===== config.mk =====
export PLATFORM = sky130hd
export DESIGN_NAME = rgb_pwm_driver_flat
export DESIGN_NICKNAME = d
export VERILOG_FILES = /design/src/rtl/rgb_pwm_driver_pkg.sv /design/src/rtl/rgb_pwm_driver_if.sv /design/src/rtl/rgb_pwm_driver_channel.sv /design/src/rtl/rgb_pwm_driver.sv /design/src/flat_wrapper.sv
export SDC_FILE = /design/constraint.sdc
export NUM_CORES = 1
export LEC_CHECK = 0
export BUFFER_PORTS_ARGS = -buffer_cell sky130_fd_sc_hd__buf_4
export CORE_MARGIN = 2
export CORE_UTILIZATION = 64
export CTS_BUF_LIST = sky130_fd_sc_hd__clkbuf_4 sky130_fd_sc_hd__clkbuf_8 sky130_fd_sc_hd__clkbuf_16
export DETAILED_ROUTE_END_ITERATION = 8
export GPL_ROUTABILITY_DRIVEN = 0
export PLACE_DENSITY = 0.81
export SLEW_MARGIN = 20
export SYNTH_ARGS = -nofsm -noshare
export SYNTH_HDL_FRONTEND = slang
export SYNTH_SLANG_ARGS = --single-unit

===== constraint.sdc =====
create_clock -name clk -period 3.7 [get_ports clk]
set_input_delay 0.37 -clock clk [delete_from_list [all_inputs] [get_ports clk]]
set_output_delay 0.37 -clock clk [all_outputs]
set_load 0.1 [all_outputs]

===== src/rtl/rgb_pwm_driver_pkg.sv =====
// Shared definitions for the RGB PWM LED driver: channel modes and a
// helper that sizes the channel-select field.
package rgb_pwm_driver_pkg;

  typedef enum logic [1:0] {
    MODE_OFF     = 2'b00,
    MODE_SOLID   = 2'b01,
    MODE_BLINK   = 2'b10,
    MODE_BREATHE = 2'b11
  } mode_e;

  // Width of a field able to address ch channels; never narrower than one bit.
  function automatic int chw(input int ch);
    return (ch > 1) ? $clog2(ch) : 1;
  endfunction

endpackage


===== src/rtl/rgb_pwm_driver_if.sv =====
// Configuration port of the RGB PWM LED driver: a single-cycle write strobe
// carrying the target channel, its mode and its duty.
interface rgb_pwm_driver_if
  import rgb_pwm_driver_pkg::*;
#(
  parameter int CH    = 3,
  parameter int PWM_W = 8
);

  localparam int CHW = chw(CH);

  logic             cfg_we;
  logic [CHW-1:0]   cfg_ch;
  logic [1:0]       cfg_mode;
  logic [PWM_W-1:0] cfg_duty;

  modport master (output cfg_we, cfg_ch, cfg_mode, cfg_duty);
  modport slave  (input  cfg_we, cfg_ch, cfg_mode, cfg_duty);

endinterface


===== src/rtl/rgb_pwm_driver_channel.sv =====
// One LED channel: shadow and active configuration, breathe ramp, duty
// compare against the shared PWM counter, and the registered pin drive.
module rgb_pwm_driver_channel
  import rgb_pwm_driver_pkg::*;
#(
  parameter int PWM_W        = 8,
  parameter int BREATHE_STEP = 1,
  parameter int ACTIVE_LOW   = 1
) (
  input  logic             clk,
  input  logic             rst_n,
  input  logic             wr,
  input  logic [1:0]       wr_mode,
  input  logic [PWM_W-1:0] wr_duty,
  input  logic             boundary,
  input  logic             blink_on,
  input  logic [PWM_W-1:0] pwm_cnt,
  output logic             led
);

  localparam logic             AL   = (ACTIVE_LOW != 0);
  localparam logic [PWM_W:0]   STEP = (PWM_W + 1)'(BREATHE_STEP);

  mode_e            shadow_mode, active_mode, next_mode;
  logic [PWM_W-1:0] shadow_duty, active_duty, next_duty;
  logic [PWM_W:0]   ramp, ramp_next, duty_ext;
  logic             dir_up, dir_next;
  logic [PWM_W-1:0] eff;
  logic             lit;

  // Configuration that becomes active at a boundary; a write in that same cycle bypasses the shadow.
  always_comb begin
    next_mode = shadow_mode;
    next_duty = shadow_duty;
    if (wr) begin
      next_mode = mode_e'(wr_mode);
      next_duty = wr_duty;
    end
    duty_ext = {1'b0, next_duty};
  end

  // Breathe ramp step taken at each boundary; a fresh BREATHE restarts from zero, a lowered peak clamps.
  always_comb begin
    ramp_next = ramp;
    dir_next  = dir_up;
    if (next_mode != MODE_BREATHE || active_mode != MODE_BREATHE) begin
      ramp_next = '0;
      dir_next  = 1'b1;
    end else if (duty_ext < ramp) begin
      ramp_next = duty_ext;
      dir_next  = 1'b0;
    end else if (dir_up) begin
      if (ramp + STEP >= duty_ext) begin
        ramp_next = duty_ext;
        dir_next  = 1'b0;
      end else begin
        ramp_next = ramp + STEP;
      end
    end else begin
      if (ramp <= STEP) begin
        ramp_next = '0;
        dir_next  = 1'b1;
      end else begin
        ramp_next = ramp - STEP;
      end
    end
  end

  // Effective duty for the current period and the compare against the timebase.
  always_comb begin
    eff = '0;
    case (active_mode)
      MODE_SOLID:   eff = active_duty;
      MODE_BLINK:   eff = blink_on ? active_duty : '0;
      MODE_BREATHE: eff = ramp[PWM_W-1:0];
      default:      eff = '0;
    endcase
    lit = (pwm_cnt < eff);
  end

  // Register configuration, ramp state and the pin drive.
  always_ff @(posedge clk or negedge rst_n) begin
    if (!rst_n) begin
      shadow_mode <= MODE_OFF;
      shadow_duty <= '0;
      active_mode <= MODE_OFF;
      active_duty <= '0;
      ramp        <= '0;
      dir_up      <= 1'b1;
      led         <= AL;
    end else begin
      if (wr) begin
        shadow_mode <= mode_e'(wr_mode);
        shadow_duty <= wr_duty;
      end
      if (boundary) begin
        active_mode <= next_mode;
        active_duty <= next_duty;
        ramp        <= ramp_next;
        dir_up      <= dir_next;
      end
      led <= lit ^ AL;
    end
  end

endmodule


===== src/rtl/rgb_pwm_driver.sv =====
// Multi-channel LED PWM driver: shared prescaler and PWM timebase, period
// boundary detection, blink phase, and config write decode feeding one
// channel instance per LED pin.
module rgb_pwm_driver
  import rgb_pwm_driver_pkg::*;
#(
  parameter int CH            = 3,
  parameter int PWM_W         = 8,
  parameter int PRESCALE      = 4,
  parameter int BLINK_PERIODS = 64,
  parameter int BREATHE_STEP  = 1,
  parameter int ACTIVE_LOW    = 1
) (
  input  logic           clk,
  input  logic           rst_n,
  rgb_pwm_driver_if.slave cfg,
  output logic [CH-1:0]  led,
  output logic           period_tick
);

  localparam int CHW   = chw(CH);
  localparam int PRE_W = (PRESCALE > 1) ? $clog2(PRESCALE) : 1;
  localparam int BLK_W = (BLINK_PERIODS > 1) ? $clog2(BLINK_PERIODS) : 1;

  logic [PRE_W-1:0] pre_cnt;
  logic [PWM_W-1:0] pwm_cnt;
  logic [BLK_W-1:0] blink_cnt;
  logic             blink_on;
  logic             tick;
  logic             boundary;
  logic [CH-1:0]    wr_sel;

  assign tick        = (pre_cnt == PRE_W'(PRESCALE - 1));
  assign boundary    = tick && (pwm_cnt == '1);
  assign period_tick = boundary;

  // Prescaler and PWM counter; the counter wraps naturally at 2**PWM_W.
  always_ff @(posedge clk or negedge rst_n) begin
    if (!rst_n) begin
      pre_cnt <= '0;
      pwm_cnt <= '0;
    end else begin
      pre_cnt <= tick ? '0 : pre_cnt + 1'b1;
      if (tick) begin
        pwm_cnt <= pwm_cnt + 1'b1;
      end
    end
  end

  // Blink phase shared by all channels, toggled every BLINK_PERIODS periods.
  always_ff @(posedge clk or negedge rst_n) begin
    if (!rst_n) begin
      blink_cnt <= '0;
      blink_on  <= 1'b1;
    end else if (boundary) begin
      if (blink_cnt == BLK_W'(BLINK_PERIODS - 1)) begin
        blink_cnt <= '0;
        blink_on  <= ~blink_on;
      end else begin
        blink_cnt <= blink_cnt + 1'b1;
      end
    end
  end

  // Channel select decode; selects beyond the last channel match nothing.
  always_comb begin
    wr_sel = '0;
    for (int i = 0; i < CH; i++) begin
      wr_sel[i] = cfg.cfg_we && (cfg.cfg_ch == CHW'(i));
    end
  end

  for (genvar g = 0; g < CH; g++) begin : g_ch
    rgb_pwm_driver_channel #(
      .PWM_W        (PWM_W),
      .BREATHE_STEP (BREATHE_STEP),
      .ACTIVE_LOW   (ACTIVE_LOW)
    ) u_ch (
      .clk      (clk),
      .rst_n    (rst_n),
      .wr       (wr_sel[g]),
      .wr_mode  (cfg.cfg_mode),
      .wr_duty  (cfg.cfg_duty),
      .boundary (boundary),
      .blink_on (blink_on),
      .pwm_cnt  (pwm_cnt),
      .led      (led[g])
    );
  end

endmodule


===== src/flat_wrapper.sv =====
// flat-port wrapper written by rule: the top's interface ports become plain ports
module rgb_pwm_driver_flat import rgb_pwm_driver_pkg::*;
#(
  parameter int CH            = 3,
  parameter int PWM_W         = 8,
  parameter int PRESCALE      = 4,
  parameter int BLINK_PERIODS = 64,
  parameter int BREATHE_STEP  = 1,
  parameter int ACTIVE_LOW    = 1
)
  (clk, rst_n, led, period_tick, cfg_cfg_we, cfg_cfg_ch, cfg_cfg_mode, cfg_cfg_duty);
  rgb_pwm_driver_if #(.CH(CH), .PWM_W(PWM_W)) cfg_i ();
  input  logic clk;
  input  logic rst_n;
  output logic [CH-1:0] led;
  output logic period_tick;
  input wire logic [$bits(cfg_i.cfg_we)-1:0] cfg_cfg_we;
  input wire logic [$bits(cfg_i.cfg_ch)-1:0] cfg_cfg_ch;
  input wire logic [$bits(cfg_i.cfg_mode)-1:0] cfg_cfg_mode;
  input wire logic [$bits(cfg_i.cfg_duty)-1:0] cfg_cfg_duty;
  assign cfg_i.cfg_we = cfg_cfg_we;
  assign cfg_i.cfg_ch = cfg_cfg_ch;
  assign cfg_i.cfg_mode = cfg_cfg_mode;
  assign cfg_i.cfg_duty = cfg_cfg_duty;
  rgb_pwm_driver #(.CH(CH), .PWM_W(PWM_W), .PRESCALE(PRESCALE), .BLINK_PERIODS(BLINK_PERIODS), .BREATHE_STEP(BREATHE_STEP), .ACTIVE_LOW(ACTIVE_LOW)) u_core (.clk(clk), .rst_n(rst_n), .cfg(cfg_i), .led(led), .period_tick(period_tick));
endmodule

==> results.cfg, run 1 <==
[cells_and_area]
diodes = 0
fillers = 911
drive_gt1_share_pct = 13.8
design_area_um2 = 8270
nets = 921
fin_cells = 980
syn_to_final_growth_pct = 7.45

[global_route]
track_usage_pct = 31.7
grt_pass1_vias = 6417
grt_max_degree = 78
antenna_found_initial = 0
gr-total-overflow = 0
grt_pass1_wl_mm = 32.4

[placement]
placed_cell_area_um2 = 7960
dp_slack_ns = 0.238
hpwl_mm = 14.2
place_inst = 961
io_buffers = 18

[yosys]
yosysMostFrequentCell = dfrtp_1
netlist_area_um2 = 7690
synth_top_cell_by_area = dfrtp_1
syn_nets = 912
synth_top_area_share_pct = 33.5
yosysSeqAreaShare_pct = 35.9
synth.avg_cell_area_um2 = 9.39
synth-seq-cells = 110
syn_inst = 819
synth_common_cells = 103 x dfrtp_1, 86 x nand2_1, 78 x ha_1, 54 x inv_1, 49 x o21ai_0
synth_edf_count = 0
synthDistinctLibCells = 80
synth_warnings = 0
synth_flop_cell = dfrtp_1
async_flop_share_pct = 100
synth_area_leaders = dfrtp_1 34%, ha_1 13%, mux2_2 4.5%

[critical_path]
critPathLaunchType = flop
required_ns = 3.99
timing.critical_path.slowest_stage_cell = or4_1
arrival_ns = 3.71
path_cells = ha_1 -> nand3_1 -> xnor2_1 -> ha_1 -> a211o_1 -> a21oi_1 -> o21ai_0 -> o21ai_2 -> nand3_1 -> or4_1 -> o211ai_2
worstPathMaxFanout = 9
slowest_delay_ns = 0.57
end_kind = flop
worstSetupPathType = reg2reg

[sta]
finalCritPeriodShare_pct = 92.5
min_period_ns = 3.42
slew_headroom_pct = 34.5
setup_slack_ns = 0.278
maxSlewViolCount = 0
setup_viol_count_final = 0
fmax_mhz = 292
tightest_slew_ns = 0.982
rsz0062_at_grt = false
setup_tns_ns = 0
hold_viol_final = 0
finClkSkew_ns = 0.00540

[detailed_routing]
via_per_inst = 6.61
drtIter0Drc = 639
ant_nets = 0
m1WireLength_mm = 8.00
dr.pass1.iters = 5
wl_per_cell_um = 19.7
drcViolationCount = 0
vias = 6474
wl_met3_mm = 1.41
routed.top_layer = met4
routed_wl_mm = 19.3
wl_met2_mm = 9.23

[floorplanning]
die_w_um = 114
start_util_pct = 64.9
die_y_um = 114
io-pin-count = 19
rows = 40
die_area_um2 = 12900
core_um2 = 11900

[clock_network]
postCtsSetupRepairBufs = 0
htreeDepth = 3
clk_pin_slew_ns = 0.08
cts_root_buf = clkbuf_16
clk_path_buf_depth = 2
holdBufCountCts = 0
numClockSinks = 110
cts-resized-gates = 0
cts_tree = built
cts_made_buffers = 9
clk_latency_ns = 0.36

[power_and_ir_drop]
clkPwrFrac_pct = 33.8
power_density_nw_per_um2 = 338
p_switching_mw = 0.839
power_frac_comb_pct = 19.6
p_leak_nw = 3.81
ir_drop_mv = 0.286
swShare_pct = 30.1
power_mw = 2.79
power_frac_seq_pct = 46.6
internal-power_mw = 1.95

[hold_path]
hold_class = in2async

[job]
maxCapViolCount = 0

[status]
status = finished, final reports clean
-- state kept, by name, indices dropped and copies added, names as in the netlist --
name / cells
u_core.blink_cnt: 6
u_core.g_ch.u_ch.shadow_mode: 6
u_core.g_ch.u_ch.active_mode: 6
u_core.g_ch.u_ch.led: 3
u_core.blink_on: 1
u_core.pwm_cnt: 8
u_core.g_ch.u_ch.ramp: 27
u_core.g_ch.u_ch.shadow_duty: 24
u_core.g_ch.u_ch.active_duty: 24
u_core.g_ch.u_ch.dir_up: 3
u_core.pre_cnt: 2
-- path summary, 6_finish.rpt --
kind / start / depth (start not counted) / endpoint / slack (ns)
min reg2reg: u_core.pre_cnt[0]$_DFF_PN0_ / 1 / u_core.pre_cnt[0]$_DFF_PN0_ / 0.43
min: rst_n / 1 / u_core.g_ch[0].u_ch.ramp[6]$_DFFE_PN0P_ / 0.15
max reg2reg: u_core.g_ch[1].u_ch.ramp[1]$_DFFE_PN0P_ / 11 / u_core.g_ch[1].u_ch.ramp[6]$_DFFE_PN0P_ / 0.28
max in group asynchronous: rst_n / 2 / u_core.g_ch[1].u_ch.dir_up$_DFFE_PN1P_ / 2.62
min in group clk: cfg_cfg_mode[1] / 2 / u_core.g_ch[2].u_ch.shadow_mode[1]$_DFF_PN0_ / 0.30
max: u_core.g_ch[1].u_ch.ramp[1]$_DFFE_PN0P_ / 11 / u_core.g_ch[1].u_ch.ramp[6]$_DFFE_PN0P_ / 0.28
-- routing by layer --
layer  vias to the layer above  GRT usage [%]
li1                       2988              -
met1                      3104           42.1
met2                       321           52.0
met3                        61           6.59
met4                         0           11.1
met5                         -              0
-- layout make-up --
class | count | area (um^2) | area share [%]
clock buffers | 9 | 225 | 2.72
clock inverters | 7 | 56.3 | 0.681
inverters | 55 | 206 | 2.50
multi-input cells | 611 | 4530 | 54.7
flip-flops and latches | 110 | 2760 | 33.4
well taps | 147 | 184 | 2.22
repair buffers | 41 | 308 | 3.72
-- cells by family (layout without fill, tap and decap cells) --
logic type / count (synthesis) / in the layout / synth area share [%]
buffers and inverters: 98 / 112 / 5.29
xor gates and xnor gates: 34 / 34 / 3.87
muxes: 55 / 55 / 7.81
AOI/OAI and AO/OA: 211 / 211 / 18.8
adders and majority gates: 79 / 79 / 12.8
DFF: 110 / 110 / 35.9
and+or+nand+nor: 232 / 232 / 15.5
-- through the flow --
| stage | hold WS (ns) | util, % |
|---|---|---|
| 2_1_floorplan | 0.0744 | - |
| 3_3_place_gp | 0.413 | 67.1 |
| 3_5_place_dp | 0.419 | 67.1 |
| 4_1_cts | 0.200 | 69.5 |
| 5_1_grt | 0.235 | 69.7 |
| 6_report | 0.150 | 69.7 |
-- cells in the final DEF, fill, tap and decap left out, drive strengths merged, types with 3 or more instances in the layout --
cell type and instances:
a22o 3, a211o 5, and2 4, nor2b 5, dfrtp 103, dfstp 7
o21bai 3, o21ai 56, or4 3, a221oi 3, a2bb2oi 3, xnor2 30
o211ai 12, xor2 4, or3 4, a22oi 28, nand3b 3, nor3 23
nand3 24, mux2 34, a21o 13, a21oi 35, inv 57, buf 41
a31oi 4, clkinvlp 4, ha 78, clkbuf 9, a41oi 4, nand4 10
nor4 14, o21a 13, nor2 34, mux2i 21, o31ai 5, nand2 86
and3 8, nand2b 5
-- power by group through the flow --
stage	registers, mW	logic [mW]	clock network [mW]
2_1_floorplan	1.31	0.361	0
3_3_place_gp	1.32	0.511	0
3_5_place_dp	1.32	0.534	0
4_1_cts	1.30	0.538	0.956
5_1_grt	1.30	0.606	1.00
6_report	1.30	0.548	0.943
-- critical path: cells and delay by family, from the launching register on --
| kind | cells | cell delay (ns) |
|---|---|---|
| xor+xnor | 1 | 0.25 |
| fa+ha+maj | 2 | 0.63 |
| compound gates | 5 | 0.98 |
| simple gates | 3 | 0.95 |
| flops | 1 | 0.54 |
Note: power is estimated with default switching activity, not from simulation.
==> inputs of run 2 (changes only) <==
--- a/config.mk
+++ b/config.mk
@@ -11,7 +11,7 @@
 export CTS_BUF_LIST = sky130_fd_sc_hd__clkbuf_4 sky130_fd_sc_hd__clkbuf_8 sky130_fd_sc_hd__clkbuf_16
 export DETAILED_ROUTE_END_ITERATION = 8
 export GPL_ROUTABILITY_DRIVEN = 0
-export PLACE_DENSITY = 0.81
+export PLACE_DENSITY = 0.93
 export SLEW_MARGIN = 20
 export SYNTH_ARGS = -nofsm -noshare
 export SYNTH_HDL_FRONTEND = slang
==> run 2 against run 1 <==
  * Core utilization decreased by 0.053 points
  * Sequential cell count did not move
  * Die area stayed put
  * Via count up 3.2%
  * Cell area barely moved
  * Worst setup slack better by 0.12 ns
  * Combinational power is 2% higher
  * Wire length is 5.1% higher
==> results.cfg, run 2 (same netlist as run 1, synthesis figures left out) <==
[sta]
finClkSkew_ns = 0.0135
hold_viol_final = 0
finalCritPeriodShare_pct = 89.2
fmax_mhz = 303
hold_slack_ns = 0.0598
min_period_ns = 3.30
setup_tns_ns = 0
slew_headroom_pct = 45.8
setup_viol_count_final = 0
rsz0062_at_grt = false
tightest_slew_ns = 0.812
setup_slack_ns = 0.399
maxSlewViolCount = 0

[floorplanning]
die_area_um2 = 12900
rows = 40
start_util_pct = 64.9
io-pin-count = 19
core_um2 = 11900
die_w_um = 114
die_y_um = 114

[clock_network]
cts_made_buffers = 9
clk_latency_ns = 0.37
htreeDepth = 3
numClockSinks = 110
cts-resized-gates = 0
postCtsSetupRepairBufs = 0
cts_root_buf = clkbuf_16
holdBufCountCts = 0
clk_path_buf_depth = 2
clk_pin_slew_ns = 0.09
cts_tree = built

[power_and_ir_drop]
power_frac_comb_pct = 19.0
power_density_nw_per_um2 = 356
swShare_pct = 30.3
ir_drop_mv = 0.381
clkPwrFrac_pct = 36.6
p_leak_nw = 3.82
power_frac_seq_pct = 44.4
internal-power_mw = 2.05
p_switching_mw = 0.889

[cells_and_area]
final_cell_mix = 103 x dfrtp_1, 86 x nand2_1, 78 x ha_1, 54 x inv_1, 49 x o21ai_0
largest-register = u_core.g_ch.u_ch.ramp
drive_gt1_share_pct = 13.2
largest_reg_flops = 27
top_regs = u_core.g_ch.u_ch.ramp: 27 flops, u_core.g_ch.u_ch.active_duty: 24 flops, u_core.g_ch.u_ch.shadow_duty: 24 flops
final_common_cell = dfrtp_1
syn_to_final_growth_pct = 7.37
design_area_um2 = 8260
nets = 915
fin_cells = 974
diodes = 0

[placement]
place_inst = 958
dp_slack_ns = 0.358
placed_cell_area_um2 = 7940
hpwl_mm = 14.0
io_buffers = 18

[critical_path]
worstPathMaxFanout = 9
r2r_cells = 11
required_ns = 3.99
slowest_delay_ns = 0.55
timing.critical_path.slowest_stage_cell = or4_1
path_depth = 11
critical-path-top-delay-family = simple AND/OR/NAND/NOR gates
worstSetupPathType = reg2reg
critPathLaunchType = flop
arrival_ns = 3.59
path_cells = ha_1 -> nand3_1 -> xnor2_1 -> ha_1 -> a211o_1 -> a21oi_1 -> o21ai_0 -> o21ai_2 -> nand3_1 -> or4_1 -> o211ai_2
end_kind = flop
critPathBufInv = 0

[detailed_routing]
drcViolationCount = 0
routed_wl_mm = 20.3
wl_per_cell_um = 20.8
via_per_inst = 6.86
ant_nets = 0
vias = 6682
drtIter0Drc = 786
dr.pass1.iters = 8

[global_route]
grt_max_degree = 64
antenna_found_initial = 0
grt_pass1_wl_mm = 33.3
track_usage_pct = 33.0
grt_pass1_vias = 6564
gr-total-overflow = 0

[job]
maxCapViolCount = 0

[status]
status = finished, final reports clean

[hold_path]
hold_class = in2async
## run 2: cell type report
type                            count  area [um^2]
Clock buffer                       10          239
Clock inverter                      6         81.3
Fill cell                         819         3600
Inverter                           55          206
Multi-Input combinational cell    611         4530
Sequential cell                   110         2760
Tap cell                          147          184
Timing Repair Buffer               35          263
## run 2: power by group through the flow
| stage | Combinational (mW) | Clock, mW | Sequential [mW] |
|---|---|---|---|
| after global routing | 0.614 | 1.12 | 1.31 |
| after detailed placement | 0.532 | 0 | 1.32 |
| after global placement | 0.504 | 0 | 1.32 |
| after floorplan | 0.361 | 0 | 1.31 |
| after CTS | 0.548 | 1.08 | 1.30 |
| final | 0.558 | 1.08 | 1.30 |
## run 2: per-stage QoR
stage,power (mW),util (%)
2_1_floorplan,1.67,-
3_3_place_gp,1.82,66.9
3_5_place_dp,1.85,66.9
4_1_cts,2.92,69.6
5_1_grt,3.04,69.6
6_report,2.94,69.6
## run 2: path summary, 6_finish.rpt
kind                                                         startpoint                                            to  slack, ns
worst max register to register  u_core.g_ch[1].u_ch.ramp[1]$_DFFE_PN0P_       u_core.g_ch[1].u_ch.ramp[6]$_DFFE_PN0P_       0.40
worst min register to register              u_core.pre_cnt[0]$_DFF_PN0_                   u_core.pre_cnt[0]$_DFF_PN0_       0.43
worst min-delay path                                              rst_n       u_core.g_ch[2].u_ch.ramp[8]$_DFFE_PN0P_       0.06
min in group clk                                        cfg_cfg_mode[1]  u_core.g_ch[0].u_ch.shadow_mode[1]$_DFF_PN0_       0.30
worst max-delay path            u_core.g_ch[1].u_ch.ramp[1]$_DFFE_PN0P_       u_core.g_ch[1].u_ch.ramp[6]$_DFFE_PN0P_       0.40
max in group asynchronous                                         rst_n        u_core.g_ch[1].u_ch.dir_up$_DFFE_PN1P_       2.73
## run 2: layer usage
metal / vias up / share of wire (%) / global-route usage, %
li1: 2977 / - / -
met1: 3220 / 39 / 42.0
met4: 0 / 4.8 / 15.0
met3: 103 / 7.7 / 7.33
met5: - / 0 / 0
met2: 382 / 48 / 54.3
==> inputs of run 3 (changes only) <==
--- a/config.mk
+++ b/config.mk
@@ -15,4 +15,5 @@
 export SLEW_MARGIN = 20
 export SYNTH_ARGS = -nofsm -noshare
 export SYNTH_HDL_FRONTEND = slang
+export SYNTH_HIERARCHICAL = 1
 export SYNTH_SLANG_ARGS = --single-unit
==> run 3 against run 2 <==
  * Clock-buffer cell count shrank 1
  * First-iteration DRC count increased by 32%
  * Core utilization grew 1.4 points
  * Non-clock buffer count increased by 6
  * Register-to-register slack barely moved
  * Sequential cell count stayed put
  * Sequential power hardly changed
  * Die area rose by 2.5%
  * Critical path depth shrank 1
  * Sequential share of layout area fell by 1.1 points
  * Global-route usage increased by 0.40 points
  * Final cell count is 2.1% higher
  * Critical endpoint is now u_core/g_ch[2].u_ch/ramp[2]$_DFFE_PN0P_
  * Highest routed layer unchanged
==> results.cfg, run 3 <==
[global_route]
gr-total-overflow = 0
antenna_found_initial = 0
track_usage_pct = 33.4
grt_pass1_vias = 6631
grt_pass1_wl_mm = 34.2
grt_max_degree = 56

[critical_path]
cp-startpoint = u_core/g_ch[2].u_ch/ramp[3]$_DFFE_PN0P_
slowest_delay_ns = 0.55
worstSetupPathType = reg2reg
rrSetupSlack_ns = 0.40
timing.critical_path.slowest_stage_cell = dfrtp_1
r2r-start = u_core/g_ch[2].u_ch/ramp[3]$_DFFE_PN0P_
endpoint = u_core/g_ch[2].u_ch/ramp[2]$_DFFE_PN0P_
critPathLaunchType = flop
r2r_end = u_core/g_ch[2].u_ch/ramp[2]$_DFFE_PN0P_
worstPathMaxFanout = 8
end_kind = flop
arrival_ns = 3.57
path_cells = nand4_1 -> or2_2 -> xnor2_1 -> ha_1 -> a211o_1 -> o221a_1 -> o31a_1 -> nor3_1 -> o211ai_1 -> o221ai_1
required_ns = 3.97
r2r_cells = 10

[clock_network]
cts-resized-gates = 0
htreeDepth = 3
cts_made_buffers = 9
cts_root_buf = clkbuf_16
holdBufCountCts = 0
clk_pin_slew_ns = 0.08
cts_tree = built
clk_latency_ns = 0.37
postCtsSetupRepairBufs = 0
numClockSinks = 110
clk_path_buf_depth = 2

[sta]
rsz0062_at_grt = false
finalCritPeriodShare_pct = 89.3
min_period_ns = 3.30
maxSlewViolCount = 0
fmax_mhz = 303
hold_viol_final = 0
tightest_slew_ns = 0.722
setup_tns_ns = 0
setup_viol_count_final = 0
finClkSkew_ns = 0.00895
slew_headroom_pct = 51.5

[floorplanning]
io-pin-count = 19
core_um2 = 12000
start_util_pct = 65.7
die_w_um = 115
die_y_um = 115
die_area_um2 = 13200
rows = 40

[detailed_routing]
wl_per_cell_um = 21.4
vias = 6890
drtIter0Drc = 1038
drcViolationCount = 0
ant_nets = 0
dr.pass1.iters = 7
via_per_inst = 6.93
routed_wl_mm = 21.3

[power_and_ir_drop]
power_density_nw_per_um2 = 338
power_mw = 2.88
p_leak_nw = 3.87
ir_drop_mv = 0.229

[yosys]
async_flop_share_pct = 100
synth.avg_cell_area_um2 = 9.56
yosysMostFrequentCell = dfrtp_1
syn_nets = 922
synth_common_cells = 103 x dfrtp_1, 81 x ha_1, 75 x nor2_1, 64 x inv_1, 54 x a21oi_1
synth_top_area_share_pct = 32.6
netlist_area_um2 = 7900
synthDistinctLibCells = 84
synth_warnings = 6
synth_edf_count = 0
synth-seq-cells = 110
syn_inst = 826
synth_area_leaders = dfrtp_1 33%, ha_1 13%, mux2i_1 4.2%
yosysSeqAreaShare_pct = 35.0
synth_top_cell_by_area = dfrtp_1
synth_flop_cell = dfrtp_1

[cells_and_area]
syn_to_final_growth_pct = 8.03
largest-register = u_core/g_ch.u_ch/ramp
fillers = 813
diodes = 0
final_cell_mix = 103 x dfrtp_1, 81 x ha_1, 75 x nor2_1, 64 x inv_1, 54 x a21oi_1
final_common_cell = dfrtp_1
nets = 938
drive_gt1_share_pct = 13.9
top_regs = u_core/g_ch.u_ch/ramp: 27 flops, u_core/g_ch.u_ch/active_duty: 24 flops, u_core/g_ch.u_ch/shadow_duty: 24 flops
largest_reg_flops = 27

[hold_path]
hold_class = in2async

[job]
maxCapViolCount = 0

[placement]
io_buffers = 18
hpwl_mm = 15.3

[status]
status = finished, final reports clean
-- run 3: changes by cell type after synthesis, sizes merged, moves of 7 or more --
cell / previous run / this run
mux2: 34 / 23
nor4: 14 / 6
nor2: 34 / 75
o21a: 13 / 5
o22ai: 2 / 9
mux2i: 21 / 35
inv: 54 / 65
o21ai: 56 / 34
nand2: 86 / 33
a221o: 0 / 8
a21oi: 35 / 54
-- run 3: critical path, delay by kind of cell, from the launching register on --
kind                       cells  cell delay [ns]
xor gates and xnor gates       1             0.20
and+or+nand+nor                3             1.11
DFF                            1             0.55
AOI/OAI and AO/OA              5             1.04
adders and majority gates      1             0.29
-- run 3: layer usage --
layer / routed length [um] / global-route usage (%) / part of all wire [%]
met2: 9850 / 53.6 / 46
met5: 0 / 0 / 0
met1: 8480 / 43.2 / 40
met3: 1950 / 6.33 / 9.1
met4: 1040 / 17.5 / 4.9
-- run 3: worst min-delay path by stage --
stage / startpoint / end / slack [ns]
3_5_place_dp: u_core/pre_cnt[0]$_DFF_PN0_ / u_core/pre_cnt[0]$_DFF_PN0_ / 0.43
3_3_place_gp: u_core/pre_cnt[0]$_DFF_PN0_ / u_core/pre_cnt[0]$_DFF_PN0_ / 0.42
2_1_floorplan: rst_n / u_core/blink_cnt[0]$_DFFE_PN0P_ / 0.07
6_report: rst_n / u_core/blink_cnt[2]$_DFFE_PN0P_ / 0.06
4_1_cts: rst_n / u_core/g_ch[2].u_ch/active_duty[4]$_DFFE_PN0P_ / 0.08
5_1_grt: rst_n / u_core/blink_cnt[3]$_DFFE_PN0P_ / 0.12
-- run 3: where the power goes --
part | internal [mW] | total [mW] | switching (mW) | leakage, nW
clock network | 0.603 | 1.08 | 0.476 | 0.162
logic | 0.189 | 0.520 | 0.331 | 2.51
registers | 1.26 | 1.28 | 0.0208 | 1.20
total | 2.06 | 2.88 | 0.827 | 3.87
-- run 3: area by class of cell --
cell class                 instances  area (um^2)  area share, %
multi-input combinational        615         4700           55.1
clock inverter                     7          103           1.20
tap                              147          184           2.16
clock buffer                       9          225           2.64
sequential                       110         2760           32.4
inverter                          65          246           2.89
timing repair buffer              41          308           3.61
-- run 3: cells by family (layout without fill, tap and decap cells) --
kind of cell	Yosys count	in the layout	share of synthesized area (%)
adders and majority gates	81	81	12.8
and+or+nand+nor	226	226	15.8
AOI/OAI and AO/OA	217	217	19.4
muxes	58	58	7.81
xor gates and xnor gates	33	33	3.66
buffers and inverters	101	122	5.53
DFF	110	110	35.0
-- run 3: through the flow --
step	hold WS (ns)	utilization (%)	cell area (um^2)	instances	worst slack, ns
after floorplan	0.0744	-	7900	826	0.721
after global placement	0.419	68.3	8200	978	0.519
after detailed placement	0.429	68.3	8200	978	0.298
after CTS	0.0780	71.0	8530	994	0.499
after global routing	0.121	71.0	8530	994	0.310
final	0.0550	71.0	8530	994	0.396
